`src/rtl/pc_gen_btb.sv`:
```
// Fetch-stage PC generator with a direct-mapped BTB of 2-bit saturating
// counters. Next PC priority: trap, redirect, stall, predicted target, +4.
// The EX stage trains the BTB through the upd_* port, independently of PC
// selection. A lookup sees the table contents from before any same-cycle update.
module pc_gen_btb #(
   parameter int              XLEN      = 32,
   parameter logic [XLEN-1:0] RESET_PC  = 'h3000,
   parameter int              BTB_DEPTH = 16
) (
   input  logic            clk,
   input  logic            rstn,
   input  logic            stall_f,
   input  logic            redirect_valid,
   input  logic [XLEN-1:0] redirect_pc,
   input  logic            trap_valid,
   input  logic [XLEN-1:0] trap_pc,
   input  logic            upd_valid,
   input  logic [XLEN-1:0] upd_pc,
   input  logic [XLEN-1:0] upd_target,
   input  logic            upd_taken,
   output logic [XLEN-1:0] pc_f,
   output logic            pred_taken_f,
   output logic [XLEN-1:0] pred_target_f,
   output logic            redirected_f
);

   localparam int IDX   = $clog2(BTB_DEPTH);
   localparam int TAG_W = XLEN - IDX - 2;
   localparam int TGT_W = XLEN - 2;

   // BTB storage: valid and counters are control state, tag/target are data
   logic             btb_valid [BTB_DEPTH];
   logic [1:0]       btb_ctr   [BTB_DEPTH];
   logic [TAG_W-1:0] btb_tag   [BTB_DEPTH];
   logic [TGT_W-1:0] btb_tgt   [BTB_DEPTH];

   logic [IDX-1:0]   f_idx;
   logic [TAG_W-1:0] f_tag;
   logic             f_hit;
   logic [IDX-1:0]   u_idx;
   logic [TAG_W-1:0] u_tag;
   logic             u_hit;
   logic [XLEN-1:0]  pc_next;
   logic             red_next;

   // Instruction-aligned addresses make the two low bits of these inputs don't-care
   logic unused_lsbs;
   assign unused_lsbs = ^{trap_pc[1:0], redirect_pc[1:0], upd_pc[1:0], upd_target[1:0]};

   function automatic logic [1:0] sat_inc(input logic [1:0] c);
      return (c == 2'b11) ? 2'b11 : c + 2'b01;
   endfunction

   function automatic logic [1:0] sat_dec(input logic [1:0] c);
      return (c == 2'b00) ? 2'b00 : c - 2'b01;
   endfunction

   assign f_idx = pc_f[IDX+1:2];
   assign f_tag = pc_f[XLEN-1:IDX+2];
   assign u_idx = upd_pc[IDX+1:2];
   assign u_tag = upd_pc[XLEN-1:IDX+2];

   // Lookup on the current fetch PC and hit detection for the training port
   always_comb begin
      f_hit         = btb_valid[f_idx] && (btb_tag[f_idx] == f_tag);
      u_hit         = btb_valid[u_idx] && (btb_tag[u_idx] == u_tag);
      pred_taken_f  = f_hit && btb_ctr[f_idx][1];
      pred_target_f = pred_taken_f ? {btb_tgt[f_idx], 2'b00} : '0;
   end

   // Next-PC selection by priority; loaded targets are word aligned
   always_comb begin
      pc_next  = pc_f + XLEN'(4);
      red_next = 1'b0;
      if (trap_valid) begin
         pc_next  = {trap_pc[XLEN-1:2], 2'b00};
         red_next = 1'b1;
      end else if (redirect_valid) begin
         pc_next  = {redirect_pc[XLEN-1:2], 2'b00};
         red_next = 1'b1;
      end else if (stall_f) begin
         pc_next  = pc_f;
      end else if (pred_taken_f) begin
         pc_next  = pred_target_f;
      end
   end

   // Fetch PC register and redirect flag
   always_ff @(posedge clk or negedge rstn) begin
      if (!rstn) begin
         pc_f         <= RESET_PC;
         redirected_f <= 1'b0;
      end else begin
         pc_f         <= pc_next;
         redirected_f <= red_next;
      end
   end

   // BTB control training: valid bits and saturating direction counters
   always_ff @(posedge clk or negedge rstn) begin
      if (!rstn) begin
         for (int i = 0; i < BTB_DEPTH; i++) begin
            btb_valid[i] <= 1'b0;
            btb_ctr[i]   <= 2'b01;
         end
      end else if (upd_valid) begin
         if (u_hit) begin
            btb_ctr[u_idx] <= upd_taken ? sat_inc(btb_ctr[u_idx]) : sat_dec(btb_ctr[u_idx]);
         end else if (upd_taken) begin
            btb_valid[u_idx] <= 1'b1;
            btb_ctr[u_idx]   <= 2'b10;
         end
      end
   end

   // BTB data training: any taken update writes tag and target (tag unchanged on a hit)
   always_ff @(posedge clk) begin
      if (upd_valid && upd_taken) begin
         btb_tag[u_idx] <= u_tag;
         btb_tgt[u_idx] <= upd_target[XLEN-1:2];
      end
   end

endmodule

```
`config.mk`:
```
export PLATFORM = sky130hd
export DESIGN_NAME = pc_gen_btb
export DESIGN_NICKNAME = d
export VERILOG_FILES = /design/src/rtl/pc_gen_btb.sv
export SDC_FILE = /design/constraint.sdc
export NUM_CORES = 1
export LEC_CHECK = 0
export BUFFER_PORTS_ARGS = -buffer_cell sky130_fd_sc_hd__buf_2
export CORE_UTILIZATION = 62
export CTS_CLUSTER_SIZE = 14
export DETAILED_ROUTE_END_ITERATION = 10
export MAX_ROUTING_LAYER = met4
export PLACE_DENSITY = 0.81
export SYNTH_ARGS = -nofsm -noshare
export SYNTH_HDL_FRONTEND = slang
export SYNTH_SLANG_ARGS = --single-unit
```
`constraint.sdc`:
```
create_clock -name clk -period 5.65 [get_ports clk]
set_input_delay 1.13 -clock clk [delete_from_list [all_inputs] [get_ports clk]]
set_output_delay 1.13 -clock clk [all_outputs]
set_load 0.01 [all_outputs]
```
-- Yosys cells after proc, flatten, opt, wreduce, memory -nomap -nowiden
Memories as Yosys holds them, arrays and structs flattened.
Cells that the tools add are included.
- $add $sub $neg: 3
- $lt $le $gt $ge: 3
- equal/unequal tests: 4
- mux-type cells: 31
- bitwise gates (word level): 7
- reductions and logical operators: 9
- operator list (cell ; count):
    32-bit 2-to-1 mux ; 7
    26-bit equality test ; 2
    32-bit by 3-bit adder with 32-bit output (second input constant) ; 1
    32-bit bitwise mux ; 1
    16-bit OR ; 2
    16-bit AND ; 1
    2-bit binary-select mux with 4-bit select ; 2
    2-bit 2-to-1 mux ; 8
    16-bit inverter ; 1
    5-bit >= comparator (second input constant) ; 2
    4-bit inverter with 5-bit output ; 2
    1-bit 2-to-1 mux ; 9
    1-bit binary-select mux with 4-bit select ; 2
    2-bit demux with 4-bit select ; 1
    1-bit logical AND ; 5
    5-bit by 1-bit less-than comparator with 1-bit output (second input constant) ; 1
    1-bit demux with 4-bit select ; 1
    3-bit by 1-bit inequality test with 1-bit output (second input constant) ; 1
    3-bit AND reduction ; 1
    2-bit by 1-bit adder with 2-bit output (second input constant) ; 1
    2-bit equality test (second input constant) ; 1
    2-bit logical NOT ; 1
    2-bit AND reduction ; 1
    2-bit nonzero test ; 1
    2 further kinds ; 2
- flip-flop bits (word level): 81
- RAM bits: 896
- memories: 2
- memory list (memory ; depth ; bits a word ; rd ports ; clocked after Yosys merged registers in ; write ports ; RTL line ; text):
    btb_tgt ; 16 ; 30 ; 1 ; 0 ; 1 ; 35 ; logic [TGT_W-1:0] btb_tgt [BTB_DEPTH];
    btb_tag ; 16 ; 26 ; 2 ; 0 ; 1 ; 34 ; logic [TAG_W-1:0] btb_tag [BTB_DEPTH];

-- Depth between registers and ports, before layout
- depth in word-level cells: 11
- mapped depth: 16

-- Worst setup path after synthesis
Ideal clock, no wire load.
- path kind: input-to-reg
- from: input port upd_pc[3]
- to: memory btb_tag[3][0] (netlist name) (enable)
- library setup time: 0.539 ns
- data arrival time: 6.503 ns
- setup slack: -1.392 ns
- cell stages on the path: 8
- buffers on the path: 5
- path through: buf_4 > buf_2 > buf_4 > buf_2 > and2_1 > clkbuf_1 > nand3_1 > nor3_1
- RTL lines (element ; RTL line ; text):
    start, declared ; 18 ; input logic [XLEN-1:0] upd_pc,
    end, declared ; 34 ;
No word-level cell before the write port.

-- Worst setup path in the final report
- from: register pc_f[5]
- to: output port pred_target_f[27]
- cells in the longest elaborated chain, start to end: 7
- RTL lines (element ; RTL line ; text):
    start, declared ; 21 ; output logic [XLEN-1:0] pc_f,
    start signal, assigned ; 94 ; pc_f <= pc_next;
    branches (longest 6 deep; another with memory read 16 x 26 bit) ; -- ;
    32-bit 2-to-1 mux * ; 68 ; pred_target_f = pred_taken_f ? {btb_tgt[f_idx], 2'b00} : '0;
    end, declared ; 23 ; output logic [XLEN-1:0] pred_target_f,
Mark *: on every way between the ends. The select of a mux whose other input is x is not followed.

==> summary.log <==
qor: clock_tree.numCtsBuffers 97
qor: sta.finalCriticalPeriod 5.62 ns
qor: worst_hold_path.min_delay_path_depth 1
qor: critical_path.start_kind register
qor: floorplan.design.portCount 201
qor: clock_tree.htree_levels 3
qor: global_routing.pin_count_of_the_biggest_net_entering_global_routing 68
qor: routing.detail_route.iter0.violations 4943
qor: synthesis.yosysWarningCount 0
qor: layout.flow.area_growth_from_synthesis 14.4%
qor: sta.finalWorstSetupSlack 0.0341 ns
qor: sta.fin_skew 0.0497 ns
qor: synthesis.ys_ff_latch 975
qor: floorplan.core 70400 sq um
qor: sta.fin_worst_hold_slack 0.482 ns
qor: sta.report.final.setup_viol 0
qor: global_routing.met2_resource_use_gr 60.6%
qor: floorplan.design.die.area 72600 sq um
qor: synthesis.synth_area_per_cell 17.5 sq um
qor: placed_design.hpwlAfterDp 82400 um
qor: synthesis.synth_top_cells_by_count edfxtp_1, mux4_2, mux2i_1
qor: pwr.clkPwrFrac 39.3%
qor: routing.wl_per_cell 36.5 um
qor: critical_path.crit_fanout 25
qor: floorplan.fp.dieH 269 um
qor: routing.via_per_inst 7.50
qor: clock_tree.ctsRootBufferMaster clkbuf_16
qor: synthesis.post_syn_area 44400 sq um
qor: pwr.peakVddDrop 0.000329 V
qor: synthesis.synth-main-ff-cell edfxtp_1
qor: critical_path.worstSetupEndpointType primary output
qor: global_routing.grt_util_all_layers 40.0%
qor: placed_design.io_buffers 188
qor: outcome.run_status finished clean
qor: sta.final_min_period_over_clock_period 99.4%
qor: synthesis.number_of_flops_mapped_to_enable_cells_by_yosys 896
qor: synthesis.synthCells 2535
qor: routing.drc 0
qor: global_routing.groute.layer.met3.usage 10.1%
qor: sta.max_slew.worst_pin.slew 1.01 ns
qor: global_routing.number_of_global_route_vias_before_repair 28.6k
qor: synthesis.synth.lib_cells_used.distinct 88
qor: sta.timing.final.hold_violations 0
qor: flow_run.max_cap_viol_count 0
qor: placed_design.gpl.final_weighted_congestion 0.994
qor: clock_tree.cts_tree built
qor: pwr.power_density_of_the_placed_cells 337 nW/um^2
qor: sta.unrepaired_setup_endpoints_after_global_routing yes
qor: synthesis.fraction_of_synthesis_flops_using_an_asynchronous_set_or_reset_pin 8.10%
qor: sta.clock.fmax 0.178 GHz
qor: clock_tree.insertion_delay 0.69 ns
qor: layout.design_area 50700 sq um
qor: pwr.power.switching_fraction 25.1%
qor: clock_tree.clock_transition_time_at_the_flip_flop_clock_pins_of_the_worst_setup_and_hold_paths 0.06 ns
qor: global_routing.grt_overflow_total 0
qor: global_routing.gr-max-usage-layer met2
qor: layout.nNetsFinal 2923
qor: global_routing.number_of_antenna_violations_at_the_first_check_in_global_routing 6
qor: synthesis.post-synth-top-area-cell edfxtp_1
qor: synthesis.synth.yosys.seq_area_share 65.2%
qor: pwr.seq_power_share 47.8%
qor: sta.slew_violations 0
qor: synthesis.synth.top_cells.by_area edfxtp_1, mux4_2, dfrtp_1
qor: floorplan.start_util 63.0%
qor: pwr.p_int 12800 uW
qor: floorplan.rows 97
qor: worst_hold_path.hp-class register to register
qor: synthesis.synthMostInstantiatedCell edfxtp_1
qor: critical_path.cp.required 4.52 ns
qor: pwr.power.net_switching 4290 uW
qor: global_routing.grt_pass1_wl 200000 um
qor: layout.layout-drive-gt1-share 31.9%
qor: global_routing.grtUsageMet1 52.2%
qor: critical_path.r2r_cells 12
qor: routing.drt-pass1-iter-count 7
qor: critical_path.timing_worst_setup_path_type register to primary output
qor: sta.max_slew_margin 32.6%
qor: pwr.combinationalPowerShare 12.9%
qor: synthesis.synthDominantCellAreaShare 60.7%
qor: layout.fill_cells 4200
qor: routing.detail-route-antenna-nets 0
qor: placed_design.placedInstanceArea 47200 sq um
qor: clock_tree.maximum_buffer_depth_of_the_clock_tree 3
qor: clock_tree.total_clock_sinks 975
qor: placed_design.detailedPlace.worstSlack 0.289 ns
qor: routing.drt-total-wl 139000 um
qor: floorplan.die_width 269 um
qor: critical_path.cp.arrival 4.49 ns
qor: routing.via_count 28.6k
qor: pwr.p_leak 0.0174 uW
[final cells by class]
| cell class | count | area [sq um] | share of cell area (%) |
|---|---|---|---|
| Timing Repair Buffer | 334 | 2490 | 4.90 |
| Clock buffer | 127 | 2620 | 5.16 |
| Antenna cell | 8 | 20.0 | 0.0395 |
| Clock inverter | 54 | 709 | 1.40 |
| Inverter | 83 | 315 | 0.621 |
| Sequential cell | 975 | 28900 | 57.0 |
| Tap cell | 940 | 1180 | 2.32 |
| Multi-Input combinational cell | 1296 | 14500 | 28.6 |
[logic make-up (layout without fill, tap and decap cells)]
| family | Yosys count | in the layout | share of synthesized area [%] |
|---|---|---|---|
| xor gates and xnor gates | 43 | 43 | 0.849 |
| and+or+nand+nor | 381 | 381 | 4.27 |
| AOI/OAI and AO/OA | 384 | 384 | 6.22 |
| DFF | 975 | 975 | 65.2 |
| muxes | 482 | 482 | 20.7 |
| other | 1 | 12 | 0.00846 |
| buffers and inverters | 267 | 598 | 2.71 |
| adders and majority gates | 2 | 2 | 0.0508 |
[cell usage in the layout (no fill, tap or decap), types with 22 or more instances in the layout]
master and n:
dfrtp_1 57, a22oi_1 27, nor3_1 25, a221oi_1 28, buf_4 111, clkbuf_1 22, mux2i_1 122, xnor2_1 27
edfxtp_1 896, clkbuf_16 98, buf_2 184, mux4_2 348, buf_12 30, inv_1 76, nor2_1 80, nand2_1 103
o21ai_0 27, nand3_1 33, a21oi_1 81, and3_1 39
[critical path, cell delays in order (launching register included)]
cell      delay [ns]
dfrtp_2         0.63
buf_4           0.42
inv_2           0.23
mux2i_1         0.23
mux2_2          0.38
a211oi_4        0.33
buf_4           0.20
nand4_1         0.17
buf_4           0.21
nor4_4          0.14
buf_4           0.22
buf_12          0.17
and3_1          0.27
buf_2           0.17
[per-layer routing]
layer	vias up	part of all wire (%)
met4	0	5.1
met3	500	14
met2	2592	47
met1	14517	34
li1	11002	-
met5	-	0
[final timing paths]
kind	to	slack (ns)	startpoint
worst max-delay path	pred_target_f[27]	0.03	pc_f[5]
min in group asynchronous	btb_ctr[13]	0.52	rstn
worst min register to register	btb_ctr[26]	0.48	btb_ctr[26]
max in group asynchronous	pc_f[4]	4.03	rstn
worst min-delay path	btb_ctr[26]	0.48	btb_ctr[26]
worst max register to register	pc_f[24]	1.03	pc_f[3]
[power groups by stage]
stage | clock network (uW) | registers [uW] | logic [uW]
6_report | 6720 | 8180 | 2210
5_1_grt | 6990 | 8180 | 2290
4_1_cts | 6730 | 8170 | 2150
3_5_place_dp | 0 | 8330 | 2070
3_3_place_gp | 0 | 8310 | 2030
2_1_floorplan | 0 | 8230 | 1330
[registers in the layout (all words and copies together) (netlist names)]
signal,cells
redirected_f,1
btb_valid,16
btb_ctr,32
btb_tgt,480
pc_f,30
btb_tag,416
[stage by stage]
step	instances	TNS [ns]	total power, uW	util (%)
global placement	3621	0	10300	67.0
CTS	3807	0	17100	71.9
detailed placement	3621	0	10400	67.0
global route	3815	-0.00980	17500	72.1
finish	3817	0	17100	72.1
floorplan	2538	0	9570	-
[what timing repair did]
item                                    in CTS  in global routing
pin swaps                                    0                  2
buffers inserted                             5                  1
resized for setup                           14                  9
hold buffers                                 0                  0
endpoints found under the setup margin      31                 17
cloned                                       0                  1
No activity file was read; power rests on OpenSTA's default activity.
